**src/rtl/spi_and4_target.sv**
```systemverilog
`timescale 1ns/1ps
// SPI mode-0 target for the 4-bit AND operand link: byte {a,b} in on MOSI, status {y, cnt[3:0]} out on MISO.
// Latency: pin edges seen SYNC_STAGES+1 clk later; results/frame_valid one cycle after the 8th sclk rise is detected.
// Backpressure: none; the initiator must respect minimum sclk high/low and cs_n setup/hold times in clk periods.
module spi_and4_target #(
   parameter int SYNC_STAGES = 2   // must be >= 2
) (
   input  logic       clk,
   input  logic       rst_n,
   input  logic       sclk,
   input  logic       cs_n,
   input  logic       mosi,
   output logic       miso,
   output logic [3:0] a_out,
   output logic [3:0] b_out,
   output logic [3:0] y_out,
   output logic       frame_valid,
   output logic       frame_err,
   output logic [7:0] frame_cnt
);

   localparam logic [1:0] ST_LOCKOUT = 2'd0;
   localparam logic [1:0] ST_IDLE    = 2'd1;
   localparam logic [1:0] ST_ACTIVE  = 2'd2;

   logic [SYNC_STAGES-1:0] sclk_sync_q, cs_sync_q, mosi_sync_q;
   logic                   sclk_hist_q, cs_hist_q;
   logic                   sclk_s, cs_s, mosi_s;
   logic                   sclk_rise, sclk_fall, cs_rise, cs_fall;

   logic [1:0] state_q, state_d;
   logic [2:0] bitcnt_q, bitcnt_d;
   logic [7:0] rx_q, rx_d;
   logic [7:0] tx_q, tx_d;
   logic       reload_q, reload_d;
   logic       miso_q, miso_d;
   logic [3:0] a_q, a_d, b_q, b_d, y_q, y_d;
   logic [7:0] cnt_q, cnt_d;
   logic       valid_q, valid_d, err_q, err_d;

   logic [7:0] rx_next;
   logic [3:0] y_next;
   logic [7:0] cnt_next;

   // Synchronizers plus one history flop for edge detection. cs_n resets low so
   // LOCKOUT only exits once a genuine high has propagated through the chain.
   always_ff @(posedge clk or negedge rst_n) begin
      if (!rst_n) begin
         sclk_sync_q <= '0;
         cs_sync_q   <= '0;
         mosi_sync_q <= '0;
         sclk_hist_q <= 1'b0;
         cs_hist_q   <= 1'b0;
      end else begin
         sclk_sync_q <= {sclk_sync_q[SYNC_STAGES-2:0], sclk};
         cs_sync_q   <= {cs_sync_q[SYNC_STAGES-2:0], cs_n};
         mosi_sync_q <= {mosi_sync_q[SYNC_STAGES-2:0], mosi};
         sclk_hist_q <= sclk_sync_q[SYNC_STAGES-1];
         cs_hist_q   <= cs_sync_q[SYNC_STAGES-1];
      end
   end

   assign sclk_s    = sclk_sync_q[SYNC_STAGES-1];
   assign cs_s      = cs_sync_q[SYNC_STAGES-1];
   assign mosi_s    = mosi_sync_q[SYNC_STAGES-1];
   assign sclk_rise = sclk_s & ~sclk_hist_q;
   assign sclk_fall = ~sclk_s & sclk_hist_q;
   assign cs_rise   = cs_s & ~cs_hist_q;
   assign cs_fall   = ~cs_s & cs_hist_q;

   assign rx_next  = {rx_q[6:0], mosi_s};
   assign y_next   = rx_next[7:4] & rx_next[3:0];
   assign cnt_next = cnt_q + 8'd1;

   // Frame FSM: cs_n edges take priority over sclk edges seen in the same cycle.
   always_comb begin
      state_d  = state_q;
      bitcnt_d = bitcnt_q;
      rx_d     = rx_q;
      tx_d     = tx_q;
      reload_d = reload_q;
      miso_d   = miso_q;
      a_d      = a_q;
      b_d      = b_q;
      y_d      = y_q;
      cnt_d    = cnt_q;
      valid_d  = 1'b0;
      err_d    = 1'b0;
      case (state_q)
         ST_LOCKOUT: begin
            miso_d = 1'b0;
            if (cs_s) state_d = ST_IDLE;
         end
         ST_IDLE: begin
            miso_d = 1'b0;
            if (cs_fall) begin
               state_d  = ST_ACTIVE;
               bitcnt_d = 3'd0;
               tx_d     = {y_q, cnt_q[3:0]};
               reload_d = 1'b0;
               miso_d   = y_q[3];
            end
         end
         ST_ACTIVE: begin
            if (cs_rise) begin
               // Partial byte is dropped; only the error pulse reports it.
               state_d  = ST_IDLE;
               miso_d   = 1'b0;
               reload_d = 1'b0;
               err_d    = (bitcnt_q != 3'd0);
            end else if (sclk_rise) begin
               rx_d     = rx_next;
               bitcnt_d = bitcnt_q + 3'd1;
               if (bitcnt_q == 3'd7) begin
                  a_d      = rx_next[7:4];
                  b_d      = rx_next[3:0];
                  y_d      = y_next;
                  cnt_d    = cnt_next;
                  valid_d  = 1'b1;
                  tx_d     = {y_next, cnt_next[3:0]};
                  reload_d = 1'b1;
               end
            end else if (sclk_fall) begin
               // After a reload the MSB is already in place: present it unshifted.
               if (reload_q) begin
                  reload_d = 1'b0;
                  miso_d   = tx_q[7];
               end else begin
                  tx_d   = {tx_q[6:0], 1'b0};
                  miso_d = tx_q[6];
               end
            end
         end
         default: begin
            state_d = ST_LOCKOUT;
            miso_d  = 1'b0;
         end
      endcase
   end

   // State and output registers.
   always_ff @(posedge clk or negedge rst_n) begin
      if (!rst_n) begin
         state_q  <= ST_LOCKOUT;
         bitcnt_q <= 3'd0;
         rx_q     <= 8'h00;
         tx_q     <= 8'h00;
         reload_q <= 1'b0;
         miso_q   <= 1'b0;
         a_q      <= 4'h0;
         b_q      <= 4'h0;
         y_q      <= 4'h0;
         cnt_q    <= 8'h00;
         valid_q  <= 1'b0;
         err_q    <= 1'b0;
      end else begin
         state_q  <= state_d;
         bitcnt_q <= bitcnt_d;
         rx_q     <= rx_d;
         tx_q     <= tx_d;
         reload_q <= reload_d;
         miso_q   <= miso_d;
         a_q      <= a_d;
         b_q      <= b_d;
         y_q      <= y_d;
         cnt_q    <= cnt_d;
         valid_q  <= valid_d;
         err_q    <= err_d;
      end
   end

   assign miso        = miso_q;
   assign a_out       = a_q;
   assign b_out       = b_q;
   assign y_out       = y_q;
   assign frame_valid = valid_q;
   assign frame_err   = err_q;
   assign frame_cnt   = cnt_q;

endmodule

```
**config.mk**
```make
export PLATFORM = sky130hd
export DESIGN_NAME = spi_and4_target
export DESIGN_NICKNAME = d
export VERILOG_FILES = /design/src/rtl/spi_and4_target.sv
export SDC_FILE = /design/constraint.sdc
export NUM_CORES = 1
export LEC_CHECK = 0
export BUFFER_PORTS_ARGS = -buffer_cell sky130_fd_sc_hd__buf_2
export CAP_MARGIN = 10
export CORE_MARGIN = 2
export CORE_UTILIZATION = 54
export CTS_BUF_LIST = sky130_fd_sc_hd__clkbuf_8
export DETAILED_ROUTE_END_ITERATION = 10
export GPL_TIMING_DRIVEN = 0
export PLACE_DENSITY = 0.9
export SYNTH_ARGS = -nofsm -noshare
export SYNTH_HDL_FRONTEND = slang
export SYNTH_SLANG_ARGS = --single-unit
```
**constraint.sdc**
```tcl
create_clock -name clk -period 1.6 [get_ports clk]
set_input_delay 0.32 -clock clk [delete_from_list [all_inputs] [get_ports clk]]
set_output_delay 0.32 -clock clk [all_outputs]
set_load 0.03 [all_outputs]
```
* Word-level counts from Yosys, hierarchy flattened
Cells that the tools add are included.
** Storage, ports and cells
- Flip-flop bits (word level) :: 52
- Input bits :: 5
** Operators by class
- Multiplexer cells :: 33
- Equality and inequality tests :: 15
- Reduce and logical (&&, ||, !) cells :: 10
- Add/sub/neg operators :: 2
- Bitwise logic cells :: 10
** Operators with widths (count)
- $mux W8 :: 6
- $mux W1 :: 16
- $pmux W8 S2 :: 1
- $ne A3 B3 Y1 const B :: 5
- $reduce_and A4 Y1 :: 3
- $ne A2 B2 Y1 const B :: 5
- $mux W3 :: 3
- $add A8 B1 Y8 const B :: 1
- $ne A4 B4 Y1 const B :: 2
- $mux W2 :: 3
- $pmux W2 S3 :: 1
- $pmux W3 S2 :: 1
- $reduce_and A3 Y1 :: 2
- $reduce_and A6 Y1 :: 1
- $not A1 Y1 :: 5
- $and A1 B1 Y1 :: 4
- $and A4 B4 Y4 :: 1
- $pmux W1 S2 :: 2
- $add A3 B1 Y3 const B :: 1
- $eq A3 B3 Y1 const B :: 1
- $reduce_bool A3 Y1 :: 1
- $eq A2 B1 Y1 const B :: 1
- $eq A2 B2 Y1 const B :: 1
- $logic_not A2 Y1 :: 1
- 2 further kinds :: 2

* Longest topological paths before layout
- Depth in word-level cells :: 6
- Mapped depth :: 8
- Mapped depth without buffers :: 6

* Worst setup path after synthesis
OpenSTA, ideal clock, no wires.
- Kind :: flip-flop to flip-flop
- Start :: register state_q[0]
- End :: register a_q[0], in the netlist a_out[0]
- Clock period less this slack :: 1729 ps
- Buffers on the path :: 2
- Data arrival time :: 1604 ps
- Setup time :: 125 ps
- Setup slack :: -129 ps
- Cell stages (with the launch flop) :: 8
- Cell sequence :: dfrtp_1 > inv_1 > ha_1 > buf_4 > nand2_1 > or3_1 > buf_6 > mux2_4
** Between the ends
- Longest elaborated chain between the ends :: 2
** Ends and longest elaborated chain
- from (decl) :: line 31 : logic [1:0] state_q, state_d;
- from (signal assigned) :: line 157 : state_q <= state_d;
- $eq A2 B2 Y1 :: line 89 : case (state_q)
- $reduce_and A4 Y1 (no source line)
- to (signal assigned) :: line 150 : a_q <= 4'h0;
- to (signal assigned) :: line 163 : a_q <= a_d;
- to (decl) :: line 37 : logic [3:0] a_q, a_d, b_q, b_d, y_q, y_d;
No other way between the ends.
A chain may end at the register's enable or synchronous reset.

* Worst setup path in the final report
- Start :: register state_q[0]
- End :: register tx_q[2]
** Between the ends
- Longest elaborated chain between the ends :: 3
- Elaborated cells on any way between the ends :: 10
** Ends and longest elaborated chain
- $eq A2 B2 Y1 or $eq A2 B1 Y1 (tied branches) :: line 89
- $ne A3 B3 Y1 (no source line) (tied with other cells)
- $reduce_and A6 Y1 (no source line)
- to (signal assigned) :: line 160 : tx_q <= tx_d;
- to (decl) :: line 34 : logic [7:0] tx_q, tx_d;
Parallel ways exist; a longest one is shown, timed or not.

==> impl_metrics.yaml <==
outcome:
  status: "complete, but fails checks"
  failed_checks: "negative setup slack"
die:
  die-area_mm2: 0.005003
  start_util: 0.5561
  core_mm2: 0.004324
  num_rows: 24
  die_h_um: 70.74
  ios: 28
  die_x_um: 70.74
clocking:
  htree_levels: 2
  cts_made_buffers: 5
  clock_latency_ns: 0.31
  cts_tree: "done"
  clk_pin_slew_ns: 0.10
  clockRootBuffer: "clkbuf_8"
  cts.sinks: 52
  cts_buffer_depth: 2
power:
  pwr-share-comb: 0.353
  power_leakage_nw: 1.596
  seqPwrFrac: 0.430
  finalPower_mw: 3.694
  switching_share: 0.3320
  clkPwrFrac: 0.216
  switchingPower_mw: 1.227
  internal-power_mw: 2.468
  powerDensity_mw_per_mm2: 1138
  max-vdd-ir-drop_mv: 0.7531
logic_synthesis:
  synth-main-ff-cell: "dfrtp_1"
  async_flop_share: 1.000
  yosysSeqAreaShare: 0.5411
  synth_nets: 217
  synth_edf_count: 0
  syn_area_mm2: 0.002405
  yosys_warnings: 0
  synthCells: 203
  syn_avg_cell_area_um2: 11.85
  synth_seq_cells: 52
  ys_types: 39
drt:
  route.detailed.drc: 0
  via_count: 1916
  drt_wl_total_mm: 6.610
  first_pass_iters: 5
  detail_route.vias_per_cell: 6.025
  final_antenna_net_count: 0
  wl_per_cell_um: 20.79
  first_iter_violations: 161
finish:
  mostFrequentLayoutCells: "dfrtp_1 (52), buf_2 (28), buf_4 (25)"
  nets: 279
  final_cells: 318
  layout_commonest_cell: "dfrtp_1"
  syn_to_final_growth_pct: 35.02
  antenna_cells: 0
  final_area_mm2: 0.003247
  layout-drive-gt1-share: 0.5000
setup_path:
  cp_max_fo: 8
  cp.arrival_ns: 2.06
  cp_data_required_time_ns: 1.80
  path_class: "flip-flop to flip-flop"
  critPathLaunchType: "flip-flop"
  cp-end-kind: "flip-flop"
global_route:
  grt_max_degree: 53
  grt_pass1_wl_mm: 9.294
  groute.usage.overall: 0.2412
  grt_pass1_vias: 1895
  grt.overflow.total: 0
  antenna_found_initial: 0
sta:
  setup_violations: 40
  hold_viol: 0
  fin_crit_ns: 1.858
  finalClockSkew_ns: 0.008896
  final.period_utilization: 1.161
  rsz0062_at_grt: "yes"
  finalMaxSlewViolations: 0
  max_slew_margin: 0.5520
  setup_ws_ns: -0.2581
  worst_pin_slew_ns: 0.6720
  max_freq_mhz: 538.2
hold_path:
  holdCritPathClass: "primary input to async pin"
placed_design:
  post-dp-hpwl_mm: 3.187
  dp_cells: 282
  port_buffers: 27
  place_area_mm2: 0.002633
  place_congestion: 0.7333
job:
  maxCapViolCount: 0
## power by group through the flow
stage | combinational (mW) | sequential, mW | clock (mW)
CTS | 1.10 | 1.57 | 0.807
global placement | 0.686 | 1.57 | 0
global route | 1.38 | 1.60 | 0.862
finish | 1.31 | 1.59 | 0.800
floorplan | 0.563 | 1.55 | 0
detailed placement | 0.727 | 1.58 | 0
## per-stage QoR
stage	setup TNS [ns]	util	setup WS (ns)	hold slack (ns)
detailed placement	-5.885	0.6088	-0.2899	0.3427
CTS	-3.963	0.7072	-0.1575	0.1052
global route	-6.901	0.7509	-0.2477	0.08980
global placement	-3.950	0.6088	-0.1698	0.3320
finish	-6.139	0.7509	-0.2581	0.03794
floorplan	-1.109	-	-0.08051	0.02441
## Yosys cell counts (all sizes together), types with 5 or more instances
master / number / area [um2]
nand2: 18 / 67.56
nand3: 12 / 60.06
xnor2: 7 / 61.31
a21oi: 6 / 30.03
mux2: 28 / 349.1
inv: 14 / 52.55
nor2: 10 / 40.04
buf: 5 / 33.78
ha: 9 / 112.6
o21ai: 9 / 45.04
dfrtp: 52 / 1301
## routing by layer
| layer | vias up | wire length, um | track usage |
|---|---|---|---|
| met5 | - | 0 | 0 |
| met4 | 0 | 228 | 0.08386 |
| met3 | 24 | 421 | 0.03989 |
| met2 | 97 | 3343 | 0.4112 |
| met1 | 969 | 2616 | 0.3145 |
| li1 | 826 | - | - |
## worst max-delay path, stage by stage (launching register included)
cell	delay [ns]
dfrtp_1	0.45
buf_4	0.16
ha_4	0.17
o21ai_1	0.20
a41o_1	0.26
buf_6	0.18
mux2_4	0.32
## state kept, by name, indices dropped and copies added, names as in the netlist, 3 cells and up
register / cells
a_out: 4
frame_cnt: 8
b_out: 4
tx_q: 8
rx_q: 7
bitcnt_q: 3
y_out: 4
## final timing paths
kind | cells after the start | slack, ns | from | end
worst max-delay path | 6 | -0.26 | state_q[0]$_DFFE_PN0P_ | tx_q[2]$_DFFE_PN0P_
worst min-delay path | 1 | 0.04 | rst_n | mosi_sync_q[0]$_DFF_PN0_
worst max register to register | 6 | -0.26 | state_q[0]$_DFFE_PN0P_ | tx_q[2]$_DFFE_PN0P_
worst min register to register | 0 | 0.36 | mosi_sync_q[0]$_DFF_PN0_ | mosi_sync_q[1]$_DFF_PN0_
max in group asynchronous | 2 | 1.02 | rst_n | tx_q[5]$_DFFE_PN0P_
min in group clk | 1 | 0.11 | cs_n | cs_sync_q[0]$_DFF_PN0_
## cells by family after synthesis
group / share of synthesized area
flip-flops: 0.5411
AND/OR/NAND/NOR: 0.1067
AO/OA/AOI/OAI: 0.08013
multiplexers: 0.1493
buffers and inverters: 0.04266
adder cells (fa/ha/maj): 0.05099
XOR/XNOR: 0.02914
## timing repair
action / CTS / global route
buffers inserted: 20 / 6
resized for setup: 46 / 31
pin swaps: 12 / 14
hold buffers: 0 / 0
gates cloned: 1 / 2
setup endpoints to repair: 40 / 43
## area by class of cell
type / count / area, um2
well taps: 52 / 65.06
fillers: 262 / 1077
flip-flops and latches: 52 / 1301
multi-input cells: 129 / 1257
plain buffers: 7 / 66.31
repair buffers: 56 / 401.6
inverters: 14 / 58.81
clock buffers: 6 / 82.58
clock inverters: 2 / 13.76
Note: power is estimated with default switching activity, not from simulation.
